`config.mk`:
```
export PLATFORM = sky130hd
export DESIGN_NAME = mem_map_decoder_flat
export DESIGN_NICKNAME = d
export VERILOG_FILES = /design/src/rtl/board_pkg.sv /design/src/rtl/mem_map_decoder_if.sv /design/src/rtl/mem_region_decode.sv /design/src/rtl/mem_map_decoder.sv /design/src/flat_wrapper.sv
export SDC_FILE = /design/constraint.sdc
export NUM_CORES = 1
export LEC_CHECK = 0
export ABC_CLOCK_PERIOD_IN_PS = 1900
export BUFFER_PORTS_ARGS = -buffer_cell sky130_fd_sc_hd__buf_2
export CAP_MARGIN = 15
export CORE_MARGIN = 5
export CORE_UTILIZATION = 48
export DETAILED_ROUTE_END_ITERATION = 7
export PLACE_DENSITY = 0.87
export SLEW_MARGIN = 20
export SYNTH_ARGS = -nofsm -noshare
export SYNTH_HDL_FRONTEND = slang
export SYNTH_HIERARCHICAL = 1
export SYNTH_SLANG_ARGS = --single-unit
```
`constraint.sdc`:
```
create_clock -name clk -period 1.9 [get_ports clk]
set_clock_uncertainty 0.05 [all_clocks]
set_input_delay 0 -clock clk [delete_from_list [all_inputs] [get_ports clk]]
set_output_delay 0 -clock clk [all_outputs]
set_load 0.03 [all_outputs]
```
`src/rtl/board_pkg.sv`:
```
// Shared board-level types for the memory map decoder: config straps and access targets.
package board_pkg;

  typedef struct packed {
    logic [3:0] bank_mask;
    logic       rom_2mbit;
  } board_cfg_t;

  typedef enum logic [1:0] {
    TGT_ROM,
    TGT_RAM,
    TGT_GA25,
    TGT_PALRAM
  } mem_target_t;

  localparam logic [3:0] REGION_BANKED = 4'h8;
  localparam logic [3:0] REGION_RAM    = 4'hA;
  localparam logic [3:0] REGION_GA25   = 4'hD;
  localparam logic [3:0] REGION_PALRAM = 4'hE;

endpackage

```
`src/rtl/mem_map_decoder_if.sv`:
```
// CPU/IO/ROM bus bundle between the CPU side (master) and the map decoder (slave).
interface mem_map_decoder_if #(
  parameter int ROM_AW = 24
);
  logic [19:0]       cpu_addr;
  logic              cpu_mrq;
  logic              io_wr;
  logic [7:0]        io_addr;
  logic [7:0]        io_din;
  logic              rom_req;
  logic              rom_ack;
  logic [ROM_AW-1:0] rom_addr;
  logic              ram_sel;
  logic              ga25_sel;
  logic              palram_sel;
  logic              cpu_ready;
  logic              busy;

  modport master (
    output cpu_addr, cpu_mrq, io_wr, io_addr, io_din, rom_ack,
    input  rom_req, rom_addr, ram_sel, ga25_sel, palram_sel, cpu_ready, busy
  );

  modport slave (
    input  cpu_addr, cpu_mrq, io_wr, io_addr, io_din, rom_ack,
    output rom_req, rom_addr, ram_sel, ga25_sel, palram_sel, cpu_ready, busy
  );
endinterface

```
`src/rtl/mem_region_decode.sv`:
```
// Combinational address decode: CPU address + bank registers + board straps -> target and ROM address.
module mem_region_decode
  import board_pkg::*;
#(
  parameter int NUM_BANKS = 2,
  parameter int ROM_AW    = 24,
  parameter int BANK_W    = 4
) (
  input  logic [19:0]                      addr_i,
  input  logic [NUM_BANKS-1:0][BANK_W-1:0] banks_i,
  input  board_cfg_t                       cfg_i,
  output mem_target_t                      tgt_o,
  output logic [ROM_AW-1:0]                rom_addr_o
);
  localparam int SEL_W = (NUM_BANKS > 1) ? $clog2(NUM_BANKS) : 1;

  logic [3:0]       region;
  logic [3:0]       bank_val;
  logic [3:0]       bank_hi;
  logic [SEL_W-1:0] win;
  logic [19:0]      rom20;

  always_comb begin
    region   = addr_i[19:16];
    // Window index comes from the top address bits of the 64KB window.
    win      = (NUM_BANKS > 1) ? addr_i[15 -: SEL_W] : '0;
    bank_val = '0;
    if (int'(win) < NUM_BANKS) bank_val = 4'(banks_i[win]);
    bank_hi  = (bank_val & cfg_i.bank_mask) | (region & ~cfg_i.bank_mask);
    tgt_o    = TGT_ROM;
    rom20    = cfg_i.rom_2mbit ? {2'b00, addr_i[17:0]} : {1'b0, addr_i[18:0]};
    case (region)
      REGION_BANKED: rom20 = {bank_hi, addr_i[15:0]};
      REGION_RAM:    tgt_o = TGT_RAM;
      REGION_GA25:   tgt_o = TGT_GA25;
      REGION_PALRAM: tgt_o = TGT_PALRAM;
      default:       ;
    endcase
    rom_addr_o = ROM_AW'(rom20);
  end
endmodule

```
`src/rtl/mem_map_decoder.sv`:
```
// Memory map decoder: banked/linear ROM fetch with req/ack handshake, one-shot selects for RAM/GA25/palette.
module mem_map_decoder
  import board_pkg::*;
#(
  parameter int         NUM_BANKS = 2,
  parameter int         ROM_AW    = 24,
  parameter int         BANK_W    = 4,
  parameter logic [7:0] BANK_PORT = 8'h04
) (
  input  logic       clk,
  input  logic       reset,
  input  board_cfg_t board_cfg,
  mem_map_decoder_if.slave bus
);
  localparam logic [1:0] S_IDLE     = 2'd0;
  localparam logic [1:0] S_ROM_WAIT = 2'd1;
  localparam logic [1:0] S_DONE     = 2'd2;

  logic [1:0]                      state_q, state_d;
  logic [NUM_BANKS-1:0][BANK_W-1:0] bank_q, bank_d;
  logic                            rom_req_q, rom_req_d;
  logic [ROM_AW-1:0]               rom_addr_q, rom_addr_d;
  logic                            ram_sel_q, ram_sel_d;
  logic                            ga25_sel_q, ga25_sel_d;
  logic                            pal_sel_q, pal_sel_d;
  logic                            rdy_q, rdy_d;
  mem_target_t                     dec_tgt;
  logic [ROM_AW-1:0]               dec_addr;

  // Decode uses the registered banks, so a bank write in the access cycle lands after it.
  mem_region_decode #(
    .NUM_BANKS(NUM_BANKS),
    .ROM_AW   (ROM_AW),
    .BANK_W   (BANK_W)
  ) u_dec (
    .addr_i    (bus.cpu_addr),
    .banks_i   (bank_q),
    .cfg_i     (board_cfg),
    .tgt_o     (dec_tgt),
    .rom_addr_o(dec_addr)
  );

  always_comb begin
    bank_d = bank_q;
    for (int i = 0; i < NUM_BANKS; i++)
      if (bus.io_wr && bus.io_addr == 8'(int'(BANK_PORT) + i))
        bank_d[i] = bus.io_din[BANK_W-1:0];

    state_d    = state_q;
    rom_req_d  = rom_req_q;
    rom_addr_d = rom_addr_q;
    ram_sel_d  = 1'b0;
    ga25_sel_d = 1'b0;
    pal_sel_d  = 1'b0;
    rdy_d      = 1'b0;
    case (state_q)
      S_IDLE: if (bus.cpu_mrq) begin
        case (dec_tgt)
          TGT_ROM: begin
            rom_req_d  = 1'b1;
            rom_addr_d = dec_addr;
            state_d    = S_ROM_WAIT;
          end
          TGT_RAM:    begin ram_sel_d  = 1'b1; state_d = S_DONE; end
          TGT_GA25:   begin ga25_sel_d = 1'b1; state_d = S_DONE; end
          TGT_PALRAM: begin pal_sel_d  = 1'b1; state_d = S_DONE; end
          default:    ;
        endcase
      end
      S_ROM_WAIT: if (bus.rom_ack) begin
        rom_req_d = 1'b0;
        state_d   = S_DONE;
      end
      S_DONE: begin
        rdy_d   = 1'b1;
        state_d = S_IDLE;
      end
      default: state_d = S_IDLE;
    endcase
  end

  always_ff @(posedge clk) begin
    if (reset) begin
      state_q    <= S_IDLE;
      bank_q     <= '0;
      rom_req_q  <= 1'b0;
      rom_addr_q <= '0;
      ram_sel_q  <= 1'b0;
      ga25_sel_q <= 1'b0;
      pal_sel_q  <= 1'b0;
      rdy_q      <= 1'b0;
    end else begin
      state_q    <= state_d;
      bank_q     <= bank_d;
      rom_req_q  <= rom_req_d;
      rom_addr_q <= rom_addr_d;
      ram_sel_q  <= ram_sel_d;
      ga25_sel_q <= ga25_sel_d;
      pal_sel_q  <= pal_sel_d;
      rdy_q      <= rdy_d;
    end
  end

  assign bus.rom_req    = rom_req_q;
  assign bus.rom_addr   = rom_addr_q;
  assign bus.ram_sel    = ram_sel_q;
  assign bus.ga25_sel   = ga25_sel_q;
  assign bus.palram_sel = pal_sel_q;
  assign bus.cpu_ready  = rdy_q;
  assign bus.busy       = (state_q != S_IDLE);
endmodule

```
`src/flat_wrapper.sv`:
```
// flat-port wrapper written by rule: the top's interface ports become plain ports
module mem_map_decoder_flat import board_pkg::*;
#(
  parameter int         NUM_BANKS = 2,
  parameter int         ROM_AW    = 24,
  parameter int         BANK_W    = 4,
  parameter logic [7:0] BANK_PORT = 8'h04
)
  (clk, reset, board_cfg, bus_cpu_addr, bus_cpu_mrq, bus_io_wr, bus_io_addr, bus_io_din, bus_rom_ack, bus_rom_req, bus_rom_addr, bus_ram_sel, bus_ga25_sel, bus_palram_sel, bus_cpu_ready, bus_busy);
  mem_map_decoder_if #(.ROM_AW(ROM_AW)) bus_i ();
  input  logic clk;
  input  logic reset;
  input  board_cfg_t board_cfg;
  input wire logic [$bits(bus_i.cpu_addr)-1:0] bus_cpu_addr;
  input wire logic [$bits(bus_i.cpu_mrq)-1:0] bus_cpu_mrq;
  input wire logic [$bits(bus_i.io_wr)-1:0] bus_io_wr;
  input wire logic [$bits(bus_i.io_addr)-1:0] bus_io_addr;
  input wire logic [$bits(bus_i.io_din)-1:0] bus_io_din;
  input wire logic [$bits(bus_i.rom_ack)-1:0] bus_rom_ack;
  output wire logic [$bits(bus_i.rom_req)-1:0] bus_rom_req;
  output wire logic [$bits(bus_i.rom_addr)-1:0] bus_rom_addr;
  output wire logic [$bits(bus_i.ram_sel)-1:0] bus_ram_sel;
  output wire logic [$bits(bus_i.ga25_sel)-1:0] bus_ga25_sel;
  output wire logic [$bits(bus_i.palram_sel)-1:0] bus_palram_sel;
  output wire logic [$bits(bus_i.cpu_ready)-1:0] bus_cpu_ready;
  output wire logic [$bits(bus_i.busy)-1:0] bus_busy;
  assign bus_i.cpu_addr = bus_cpu_addr;
  assign bus_i.cpu_mrq = bus_cpu_mrq;
  assign bus_i.io_wr = bus_io_wr;
  assign bus_i.io_addr = bus_io_addr;
  assign bus_i.io_din = bus_io_din;
  assign bus_i.rom_ack = bus_rom_ack;
  assign bus_rom_req = bus_i.rom_req;
  assign bus_rom_addr = bus_i.rom_addr;
  assign bus_ram_sel = bus_i.ram_sel;
  assign bus_ga25_sel = bus_i.ga25_sel;
  assign bus_palram_sel = bus_i.palram_sel;
  assign bus_cpu_ready = bus_i.cpu_ready;
  assign bus_busy = bus_i.busy;
  mem_map_decoder #(.NUM_BANKS(NUM_BANKS), .ROM_AW(ROM_AW), .BANK_W(BANK_W), .BANK_PORT(BANK_PORT)) u_core (.clk(clk), .reset(reset), .board_cfg(board_cfg), .bus(bus_i));
endmodule
```
==> impl_results.md <==
- Syn Inst Count: 205
- Post-synth EDFFs: 0
- Worst-path cell chain: buf_2 -> xor2_1 -> and3_1 -> or2_1 -> o21ai_0 -> a21oi_1
- Die width: 72.6 um
- Synth cell types: 37
- Final Cycle Share: 85.0%
- Proportion of layout cells with a drive suffix above 1: 34.8%
- Final setup violating endpoints: 0
- Clock tree sinks: 39
- Initial antenna violation count: 0
- Sequential cell area fraction in the yosys report: about 41%
- Die area: between 0.005 and 0.006 mm^2
- # fillers: 320
- Power Density: 748 mW/mm^2
- # resized after CTS: 0
- GPL Wtd Cong: approximately 0.75
- CTS tree: done
- Asr flop ratio synth: 0%
- Multi-input gate area: 850 um^2
- Setup_tns: 0 ns
- Slew margin rel.: between 40 and 50%
- Max Slew Vio Count: 0
- Final ANT Viol Nets: 0
- Worst VDD drop: 600 uV
- RSZ-0062 raised after global routing: false
- Slowest cell on crit path: or2_1
- Largest net degree at the start of global routing: 44
- Mapped cell area: about 0.0019 mm^2
- Hold slack: 0.0279 ns
- Layout net count: 324
- IO Pins: 76
- Starting DRT DRC Count: 126
- Crit Path Max Fanout: 25
- Reg area: 781 um^2
- Worst slew pin tran: 0.879 ns
- DRT Wirelength: 4630 um
- CP endpoint kind: flip-flop
- FF-to-FF setup slack: 0.33 ns
- Worst Path Arrival: 1.77 ns
- CP delay by family, top: simple AND/OR/NAND/NOR gates
- Worst skew pair latency: ~0.28 ns
- DRC errors left: 0
- WS Path Type: input port to flip-flop
- Layout area overhead: 28.5%
- Vias per cell: 5.22
- Post-DP HPWL: 2970 um
- Outcome: complete, no violations
- Worst setup margin: roughly 0.28 ns
- Required time worst endpoint: 2.06 ns
- Post-CTS setup buffer count: 0
- CP peak stage delay: between 0.7 and 0.8 ns
- CTS buffer count: 5
- Total GRT Usage: 17.9%
- Placement Rows: 22
- CTS max path bufs: 2
- Final hold vios: 0
- Die height: 72.6 um
- Initial Util: approximately half
- Placed Cells: a little under 300
- Core box area: 0.00372 mm^2
- Antenna Cells: 0
- Most common flop cell mapped by yosys: dfxtp_1
- Max Cap Viol: 0
- Worst Path Buf+Inv: 1
- Fin crit period: 1.62 ns
- YS warnings: 6
- Avg Inst Size Synth: 9.18 um^2
- Max frequency: around 0.62 GHz
- Fin cells: 327
- Startpoint types: input port
- H-tree depth: 2
- CTS clock-pin slew for the worst setup and hold paths: ~0.070 ns
- HP Class: input port to flip-flop
- GRT overflow: 0
- DP Worst Slack: between 0.04 and 0.05 ns
- Vias: 1708
- Flops & latches, synth: 39
- DP Area: 0.00211 mm^2
- First-pass GRT wire length: 7460 um
- Initial DRT Pass Iterations: 6
- Post-route cell area: about 0.0024 mm^2
- Root Buffer: clkbuf_8
- Vias in the first global route: 1615
- Wire per inst: approximately 14 um
- Leakage: between 1 and 1.5 nW
- Port Buffers: 71
- Hold_buf cts: 22
==> tightest hold or removal path: stages <==
cell and delay, ns:
buf_2 0.15, a2111oi_2 0.05, nand3_1 0.06, a21oi_1 0.05
==> cells in the mapped netlist, types with 2 or more instances <==
master | instances | area, um^2
nand3_1 | 25 | 125
inv_1 | 3 | 11.3
buf_6 | 3 | 33.8
nor4b_1 | 2 | 17.5
buf_2 | 7 | 35.0
buf_4 | 20 | 150
or2_1 | 2 | 12.5
o21ai_1 | 19 | 95.1
a31o_2 | 2 | 17.5
nor4b_4 | 2 | 47.6
mux2_2 | 3 | 33.8
dfxtp_1 | 39 | 781
nor2_1 | 2 | 7.51
nand2b_1 | 12 | 75.1
o21ai_0 | 5 | 25.0
nor3_1 | 2 | 10.0
a21oi_1 | 26 | 130
mux2i_1 | 9 | 90.1
clkbuf_1 | 3 | 11.3
nor3b_1 | 2 | 15.0
==> registers in the layout (all words and copies together) (netlist names) <==
register / flops
u_core/bus.ga25_sel: 1
u_core/bus.cpu_ready: 1
u_core/bus.palram_sel: 1
u_core/state_q: 2
u_core/bus.rom_req: 1
u_core/bank_q: 8
u_core/bus.rom_addr: 24
u_core/bus.ram_sel: 1
==> power breakdown <==
group          leakage (nW)  internal, W  total, W  switching, W
sequential            0.318     0.000858  0.000880     0.0000223
combinational         0.714     0.000163  0.000404      0.000240
clock                0.0477     0.000251  0.000525      0.000274
total                  1.08      0.00127   0.00181      0.000536
==> final timing paths <==
kind | to | from | cells past startpoint
setup / recovery | u_core/bus.rom_addr[5] | bus_cpu_addr[16] | 6
hold / removal | u_core/bus.rom_addr[19] | bus_cpu_addr[16] | 4
hold reg to reg | u_core/bus.rom_addr[18] | u_core/bus.rom_addr[18] | 2
setup reg to reg | u_core/bus.rom_addr[23] | u_core/state_q[1] | 4
==> kinds of logic after synthesis <==
logic type | Yosys count | share of synthesized area, %
and+or+nand+nor | 57 | 20.7
xor gates and xnor gates | 1 | 0.466
DFF | 39 | 41.5
other | 1 | 0.199
muxes | 12 | 6.58
buffers and inverters | 39 | 14.1
AOI/OAI and AO/OA | 56 | 16.4
==> per-stage QoR <==
step           power [W]  utilization (%)
2_1_floorplan    0.00118                -
3_3_place_gp     0.00126             56.9
3_5_place_dp     0.00126             56.9
4_1_cts          0.00182             65.1
5_1_grt          0.00191             65.1
6_report         0.00181             65.1
==> per-layer routing <==
| layer | routed length (um) | vias up | GRT usage [%] | share of wire (%) |
|---|---|---|---|---|
| li1 | - | 848 | - | - |
| met1 | 1920 | 809 | 21.6 | 41 |
| met2 | 2390 | 47 | 31.3 | 51 |
| met3 | 295 | 4 | 4.96 | 6.4 |
| met4 | 33 | 0 | 4.30 | 0.71 |
| met5 | 0 | - | 0 | 0 |
==> cells in the final DEF, fill, tap and decap left out, drive strengths merged, types with 2 or more instances in the layout <==
cell type and instances:
dfxtp 39, mux2i 9, inv 3, o21ai 24, clkinv 3, nor4b 5
mux2 3, dlygate4sd3 22, buf 77, nor3 2, a31o 2, clkbuf 5
nand3 25, nand2b 12, nor2 2, conb 4, or2 3, a21oi 26
nor3b 3
==> area by class of cell <==
class | count | area share [%]
Clock inverter | 3 | 0.621
Sequential cell | 39 | 32.3
Clock buffer | 5 | 2.85
Tap cell | 48 | 2.48
Timing Repair Buffer | 99 | 26.2
Multi-Input combinational cell | 130 | 35.1
Inverter | 3 | 0.466
Power figures use the tool's default switching activity.
